## config.mk

```make
export PLATFORM = sky130hd
export DESIGN_NAME = ram_master_flat
export DESIGN_NICKNAME = d
export VERILOG_FILES = /design/src/rtl/ram_master_if.sv /design/src/rtl/ram_master.sv /design/src/flat_wrapper.sv
export SDC_FILE = /design/constraint.sdc
export NUM_CORES = 1
export LEC_CHECK = 0
export CELL_PAD_IN_SITES_DETAIL_PLACEMENT = 1
export CELL_PAD_IN_SITES_GLOBAL_PLACEMENT = 1
export CORE_ASPECT_RATIO = 1.1
export CORE_MARGIN = 2
export CORE_UTILIZATION = 29
export DETAILED_ROUTE_END_ITERATION = 12
export GPL_TIMING_DRIVEN = 0
export PLACE_DENSITY = 0.85
export SLEW_MARGIN = 40
export SYNTH_ARGS = -nofsm -noshare
export SYNTH_HDL_FRONTEND = slang
export SYNTH_SLANG_ARGS = --single-unit
export TNS_END_PERCENT = 30
```

## constraint.sdc

```tcl
create_clock -name clk -period 2.3 [get_ports clk]
set_input_delay 0.46 -clock clk [delete_from_list [all_inputs] [get_ports clk]]
set_output_delay 0.46 -clock clk [all_outputs]
set_load 0.05 [all_outputs]
```

## src/rtl/ram_master_if.sv

```systemverilog
// ram_master_if: core request/response and RAM strobe bundle between ram_master and its environment
interface ram_master_if;
  logic        req_valid;
  logic        req_ready;
  logic        req_we;
  logic [1:0]  req_size;
  logic        req_unsigned;
  logic [31:0] req_addr;
  logic [31:0] req_wdata;
  logic        resp_valid;
  logic        resp_ready;
  logic [31:0] resp_rdata;
  logic        resp_err;
  logic        mem_cs;
  logic        mem_we;
  logic        mem_re;
  logic [3:0]  mem_byte_we;
  logic [31:0] mem_waddr;
  logic [31:0] mem_raddr;
  logic [31:0] mem_wdata;
  logic [31:0] mem_rdata;
  modport master (
    input  req_valid, req_we, req_size, req_unsigned, req_addr, req_wdata, resp_ready, mem_rdata,
    output req_ready, resp_valid, resp_rdata, resp_err,
           mem_cs, mem_we, mem_re, mem_byte_we, mem_waddr, mem_raddr, mem_wdata
  );
  modport slave (
    output req_valid, req_we, req_size, req_unsigned, req_addr, req_wdata, resp_ready, mem_rdata,
    input  req_ready, resp_valid, resp_rdata, resp_err,
           mem_cs, mem_we, mem_re, mem_byte_we, mem_waddr, mem_raddr, mem_wdata
  );
endinterface

```

## src/rtl/ram_master.sv

```systemverilog
// ram_master: core load/store to byte-lane RAM bridge; define RAM_MASTER_BOUND_CHECK_EN to reject words at index >= DEPTH
module ram_master #(
  parameter int DEPTH = 512,
  parameter int WIDTH = 32
) (
  input logic clk,
  input logic rst,
  ram_master_if.master bus
);
`ifdef RAM_MASTER_BOUND_CHECK_EN
  localparam bit BOUND_EN = 1'b1;
`else
  localparam bit BOUND_EN = 1'b0;
`endif
  typedef enum logic [1:0] {IDLE, ACCESS, RDATA, RESP} state_t;
  state_t state_q, state_d;
  logic [31:0] addr_q, addr_d;
  logic [1:0] size_q, size_d;
  logic we_q, we_d, uns_q, uns_d, err_q, err_d, valid_q, valid_d;
  logic [WIDTH-1:0] wdata_q, wdata_d, rdata_q, rdata_d;
  logic oob, bad, acc;
  logic [31:0] sh, ext;
  logic [3:0] lanes;
  assign oob = BOUND_EN && ({2'b00, bus.req_addr[31:2]} >= 32'(DEPTH));
  assign bad = bus.req_size == 2'b11 || (bus.req_size == 2'b01 && bus.req_addr[0])
            || (bus.req_size == 2'b10 && bus.req_addr[1:0] != 2'b00) || oob;
  assign sh = bus.mem_rdata >> {addr_q[1:0], 3'b000};
  assign ext = size_q == 2'b00 ? {{24{~uns_q & sh[7]}}, sh[7:0]}
             : size_q == 2'b01 ? {{16{~uns_q & sh[15]}}, sh[15:0]} : sh;
  assign lanes = size_q == 2'b00 ? 4'b0001 << addr_q[1:0]
               : size_q == 2'b01 ? (addr_q[1] ? 4'b1100 : 4'b0011) : 4'b1111;
  always_comb begin
    state_d = state_q;
    addr_d  = addr_q;
    size_d  = size_q;
    we_d    = we_q;
    uns_d   = uns_q;
    wdata_d = wdata_q;
    rdata_d = rdata_q;
    err_d   = err_q;
    valid_d = valid_q;
    case (state_q)
      IDLE: if (bus.req_valid) begin
        addr_d  = bus.req_addr;
        size_d  = bus.req_size;
        we_d    = bus.req_we;
        uns_d   = bus.req_unsigned;
        wdata_d = bus.req_wdata;
        rdata_d = '0;
        err_d   = bad;
        valid_d = bad;
        state_d = bad ? RESP : ACCESS;
      end
      ACCESS: begin
        valid_d = we_q;
        state_d = we_q ? RESP : RDATA;
      end
      RDATA: begin
        rdata_d = ext;
        valid_d = 1'b1;
        state_d = RESP;
      end
      default: if (bus.resp_ready) begin
        valid_d = 1'b0;
        state_d = IDLE;
      end
    endcase
  end
  always_ff @(posedge clk) begin
    if (rst) begin
      state_q <= IDLE;
      addr_q  <= '0;
      size_q  <= '0;
      we_q    <= 1'b0;
      uns_q   <= 1'b0;
      wdata_q <= '0;
      rdata_q <= '0;
      err_q   <= 1'b0;
      valid_q <= 1'b0;
    end else begin
      state_q <= state_d;
      addr_q  <= addr_d;
      size_q  <= size_d;
      we_q    <= we_d;
      uns_q   <= uns_d;
      wdata_q <= wdata_d;
      rdata_q <= rdata_d;
      err_q   <= err_d;
      valid_q <= valid_d;
    end
  end
  assign acc             = state_q == ACCESS;
  assign bus.req_ready   = state_q == IDLE;
  assign bus.resp_valid  = valid_q;
  assign bus.resp_rdata  = rdata_q;
  assign bus.resp_err    = err_q;
  assign bus.mem_cs      = acc;
  assign bus.mem_we      = acc & we_q;
  assign bus.mem_re      = acc & ~we_q;
  assign bus.mem_byte_we = acc & we_q ? lanes : 4'b0000;
  assign bus.mem_waddr   = acc ? {2'b00, addr_q[31:2]} : 32'd0;
  assign bus.mem_raddr   = acc ? {2'b00, addr_q[31:2]} : 32'd0;
  assign bus.mem_wdata   = acc & we_q ? wdata_q : 32'd0;
endmodule

```

## src/flat_wrapper.sv

```systemverilog
// flat-port wrapper written by rule: the top's interface ports become plain ports
module ram_master_flat 
#(
  parameter int DEPTH = 512,
  parameter int WIDTH = 32
)
  (clk, rst, bus_req_valid, bus_req_we, bus_req_size, bus_req_unsigned, bus_req_addr, bus_req_wdata, bus_resp_ready, bus_mem_rdata, bus_req_ready, bus_resp_valid, bus_resp_rdata, bus_resp_err, bus_mem_cs, bus_mem_we, bus_mem_re, bus_mem_byte_we, bus_mem_waddr, bus_mem_raddr, bus_mem_wdata);
  ram_master_if bus_i ();
  input logic clk;
  input logic rst;
  input wire logic [$bits(bus_i.req_valid)-1:0] bus_req_valid;
  input wire logic [$bits(bus_i.req_we)-1:0] bus_req_we;
  input wire logic [$bits(bus_i.req_size)-1:0] bus_req_size;
  input wire logic [$bits(bus_i.req_unsigned)-1:0] bus_req_unsigned;
  input wire logic [$bits(bus_i.req_addr)-1:0] bus_req_addr;
  input wire logic [$bits(bus_i.req_wdata)-1:0] bus_req_wdata;
  input wire logic [$bits(bus_i.resp_ready)-1:0] bus_resp_ready;
  input wire logic [$bits(bus_i.mem_rdata)-1:0] bus_mem_rdata;
  output wire logic [$bits(bus_i.req_ready)-1:0] bus_req_ready;
  output wire logic [$bits(bus_i.resp_valid)-1:0] bus_resp_valid;
  output wire logic [$bits(bus_i.resp_rdata)-1:0] bus_resp_rdata;
  output wire logic [$bits(bus_i.resp_err)-1:0] bus_resp_err;
  output wire logic [$bits(bus_i.mem_cs)-1:0] bus_mem_cs;
  output wire logic [$bits(bus_i.mem_we)-1:0] bus_mem_we;
  output wire logic [$bits(bus_i.mem_re)-1:0] bus_mem_re;
  output wire logic [$bits(bus_i.mem_byte_we)-1:0] bus_mem_byte_we;
  output wire logic [$bits(bus_i.mem_waddr)-1:0] bus_mem_waddr;
  output wire logic [$bits(bus_i.mem_raddr)-1:0] bus_mem_raddr;
  output wire logic [$bits(bus_i.mem_wdata)-1:0] bus_mem_wdata;
  assign bus_i.req_valid = bus_req_valid;
  assign bus_i.req_we = bus_req_we;
  assign bus_i.req_size = bus_req_size;
  assign bus_i.req_unsigned = bus_req_unsigned;
  assign bus_i.req_addr = bus_req_addr;
  assign bus_i.req_wdata = bus_req_wdata;
  assign bus_i.resp_ready = bus_resp_ready;
  assign bus_i.mem_rdata = bus_mem_rdata;
  assign bus_req_ready = bus_i.req_ready;
  assign bus_resp_valid = bus_i.resp_valid;
  assign bus_resp_rdata = bus_i.resp_rdata;
  assign bus_resp_err = bus_i.resp_err;
  assign bus_mem_cs = bus_i.mem_cs;
  assign bus_mem_we = bus_i.mem_we;
  assign bus_mem_re = bus_i.mem_re;
  assign bus_mem_byte_we = bus_i.mem_byte_we;
  assign bus_mem_waddr = bus_i.mem_waddr;
  assign bus_mem_raddr = bus_i.mem_raddr;
  assign bus_mem_wdata = bus_i.mem_wdata;
  ram_master #(.DEPTH(DEPTH), .WIDTH(WIDTH)) u_core (.clk(clk), .rst(rst), .bus(bus_i));
endmodule
```

==> results.json <==
{
  "cp-end-kind": "output port",
  "fin_hold_ws_ps": 451,
  "power_density_nw_per_um2": 934,
  "grt.total_usage_pct": 21.0,
  "syn-mean-instance-area_sq_um": 8.18,
  "cts-root-buf": "sky130_fd_sc_hd__clkbuf_16",
  "grt_max_degree": 20,
  "netSwitchingPower_mw": 3.17,
  "synth_seq_cells": 104,
  "power_frac_comb_pct": 46.8,
  "final.setup_skew_ps": 8.52,
  "post_cts_hold_buffer_count": 0,
  "via_count": 5536,
  "timing.max_cap.violations": 0,
  "nFillCells": 2133,
  "firstDrtPassIters": 4,
  "total_power_mw": 7.48,
  "htree_levels": 3,
  "insertion_delay_ps": 350,
  "yosys.area_share.adder_pct": 0.957,
  "p_leak_nw": 3.40,
  "die_x_microns": 132,
  "rsz0062_at_grt": "true",
  "synth_compound_gate_area_share_pct": 15.7,
  "max_transition_viols_final": 0,
  "yosys.area_share.xor_xnor_pct": 0,
  "cp.required_ps": 1840,
  "globalRouteOverflowTotal": 0,
  "p_clk_share_pct": 22.2,
  "mappedNetlistArea_sq_um": 5230,
  "wl_per_cell_microns": 18.0,
  "synthTopCellsByArea": "sky130_fd_sc_hd__dfxtp_1 40%, sky130_fd_sc_hd__nand2_1 11%, sky130_fd_sc_hd__a21oi_1 7.9%, sky130_fd_sc_hd__buf_4 5.0%, sky130_fd_sc_hd__mux4_2 3.9%",
  "timing.hold.worst.class": "reg2reg",
  "tritoncts_num_sinks": 104,
  "placement.setup.worst_slack_ps": -811,
  "synth-seq-area-share_pct": 39.8,
  "maximum_count_of_clock_buffers_along_a_single_path": 2,
  "placement.io_buffers": 237,
  "worstSetupPathType": "reg2out",
  "die_height_microns": 145,
  "yosysTopAreaCell": "sky130_fd_sc_hd__dfxtp_1",
  "max_freq_ghz": 0.447,
  "grt_antenna_before_repair": 0,
  "yosys_most_used_dff": "sky130_fd_sc_hd__dfxtp_1",
  "multi_input_comb_area_sq_um": 2640,
  "gpl.final_weighted_congestion": 0.895,
  "io-pin-count": 242,
  "cp_max_fo": 4,
  "post_synth_and_or_nand_nor_area_fraction_pct": 24.8,
  "vias_per_cell": 4.90,
  "finalCritPeriodShare_pct": 97.2,
  "core.rowCount": 51,
  "area.growth.synth_to_final_pct": 53.3,
  "timing.final.ws_setup_ps": 64.7,
  "layoutNonFillerInstCount": 1130,
  "combined_flip_flop_and_latch_cell_area_sq_um": 2080,
  "layout.core_utilization_pct": 45.3,
  "insertedDiodeCount": 0,
  "synth-edff-count": 0,
  "seqPwrFrac_pct": 31.0,
  "vdd_drop_max_v": 0.000505,
  "finalNetCount": 995,
  "power.switching_fraction_pct": 42.3,
  "cts_buffers": 9,
  "dieArea_sq_um": 19100,
  "initial_core_util_pct": 29.6,
  "post_synth_mux_area_share_pct": 8.11,
  "run_status": "finished clean",
  "core_area_sq_um": 17700,
  "synth.yosys.warnings": 0,
  "route.antenna.remaining_nets": 0,
  "share_of_final_layout_standard_cells_stronger_than_drive_strength_1_pct": 25.8,
  "internal_power_component_mw": 4.32,
  "detail_route.wirelength_microns": 20400,
  "first_pass_grt_wire_length_microns": 31300,
  "drt_iter0_markers": 235,
  "slew-limit-headroom_pct": 48.1,
  "post-synth-top-area-fraction_pct": 39.8,
  "combinational_family_with_the_most_area_after_synthesis": "simple AND/OR/NAND/NOR gates",
  "crit_path_start_kind": "flip-flop",
  "number_of_cells_produced_by_synthesis": 639,
  "synth_async_sr_flop_share_pct": 0,
  "synth_cell_types": 38,
  "clk_transition_reported_paths_ps": 70,
  "clock_tree_from_tritoncts": "yes",
  "tightestPinTransition_ps": 772,
  "place_inst": 1117,
  "period_needed_ps": 2240,
  "number_of_global_route_vias_before_repair": 5754,
  "dp_hpwl_microns": 15700,
  "finalHoldViolCount": 0,
  "final_setup_violation_count": 0,
  "timing.critical_path.arrival_ps": 1780,
  "drc": 0
}
-- registers in the layout, indices dropped and copies added, names as in the netlist --
signal,cells
u_core.addr_q,32
u_core.bus.resp_rdata,32
u_core.wdata_q,32
u_core.size_q,2
u_core.state_q,2
u_core.bus.resp_err,1
u_core.bus.resp_valid,1
u_core.uns_q,1
u_core.we_q,1
-- routing by layer --
| metal | global-route usage, % | routed length (microns) |
|---|---|---|
| met5 | 0 | 0 |
| met4 | 9.15 | 647 |
| met3 | 4.74 | 1330 |
| met2 | 38.5 | 10300 |
| met1 | 23.5 | 8080 |
-- path summary, 6_finish.rpt --
path | from | to | slack (ps) | cells after the start
worst max-delay path | u_core.state_q[0] | bus_req_ready | 60 | 3
worst min register to register | u_core.addr_q[2] | u_core.addr_q[2] | 450 | 2
worst min-delay path | u_core.addr_q[2] | u_core.addr_q[2] | 450 | 2
worst max register to register | u_core.state_q[0] | u_core.bus.resp_rdata[24] | 170 | 8
-- layout make-up --
cell class / count / share of cell area (%)
plain buffers: 85 / 6.71
clock buffers: 11 / 2.90
clock inverters: 5 / 1.01
inverters: 15 / 0.703
multi-input cells: 434 / 33.0
flip-flops and latches: 104 / 26.0
well taps: 238 / 3.72
repair buffers: 238 / 26.0
-- per-stage QoR --
| stage | instance area (sq um) | setup TNS [ps] |
|---|---|---|
| finish | 8010 | 0 |
| global route | 8010 | -39.8 |
| CTS | 7940 | 0 |
| detailed placement | 7950 | -71290 |
| global placement | 7950 | -67980 |
| floorplan | 5280 | -765 |
-- synthesized netlist by cell type, types with 9 or more instances --
library cell,n
sky130_fd_sc_hd__mux4_2,9
sky130_fd_sc_hd__buf_2,14
sky130_fd_sc_hd__inv_1,15
sky130_fd_sc_hd__nand2_1,147
sky130_fd_sc_hd__mux2_2,9
sky130_fd_sc_hd__nand4_1,9
sky130_fd_sc_hd__buf_4,35
sky130_fd_sc_hd__mux2i_1,12
sky130_fd_sc_hd__a21oi_1,83
sky130_fd_sc_hd__and2_1,32
sky130_fd_sc_hd__and3_1,32
sky130_fd_sc_hd__dfxtp_1,104
sky130_fd_sc_hd__clkbuf_1,33
sky130_fd_sc_hd__nand3_1,24
-- worst max-delay path, cell delays in order, from the launching register on --
cell,delay [ps]
sky130_fd_sc_hd__dfxtp_2,340
sky130_fd_sc_hd__inv_1,80
sky130_fd_sc_hd__ha_1,160
sky130_fd_sc_hd__clkdlybuf4s50_1,850
-- power groups by stage --
stage / clock [mW] / sequential [mW] / combinational, mW
6_report: 1.66 / 2.32 / 3.50
5_1_grt: 1.80 / 2.36 / 3.78
4_1_cts: 1.71 / 2.32 / 3.52
3_5_place_dp: 0 / 2.35 / 3.51
3_3_place_gp: 0 / 2.33 / 3.43
2_1_floorplan: 0 / 2.64 / 1.97
-- cells in the final DEF, fill, tap and decap left out, drive strengths merged, types with 2 or more instances in the layout --
| cell | synthesis | layout |
|---|---|---|
| nand2 | 147 | 147 |
| clkdlybuf4s50 | 0 | 138 |
| buf | 56 | 132 |
| dfxtp | 104 | 104 |
| a21oi | 83 | 83 |
| clkbuf | 33 | 60 |
| and3 | 32 | 32 |
| and2 | 32 | 32 |
| nand3 | 24 | 24 |
| o211ai | 16 | 16 |
| inv | 15 | 15 |
| mux2i | 12 | 12 |
| o221ai | 10 | 10 |
| nand4 | 9 | 9 |
| mux4 | 9 | 9 |
| mux2 | 9 | 9 |
| nand3b | 8 | 8 |
| a32o | 8 | 8 |
| o21ai | 5 | 5 |
| nor2 | 4 | 4 |
| nor2b | 4 | 4 |
| conb | 1 | 4 |
| ha | 4 | 4 |
| nand2b | 3 | 3 |
| clkdlybuf4s15 | 0 | 3 |
| a31oi | 2 | 2 |
| bufinv | 0 | 2 |
| clkinv | 0 | 2 |
-- timing repair --
action	in CTS	in global routing
setup buffers	1	0
endpoints found under the setup margin	99	76
resized for setup	544	38
hold endpoints to repair	0	0
-- cells by family after synthesis --
logic type	after synthesis
flip-flops	104
AND/OR/NAND/NOR	269
adder cells (fa/ha/maj)	4
AO/OA/AOI/OAI	127
buffers and inverters	104
multiplexers	30
other	1
(Power assumes the default switching activity.)
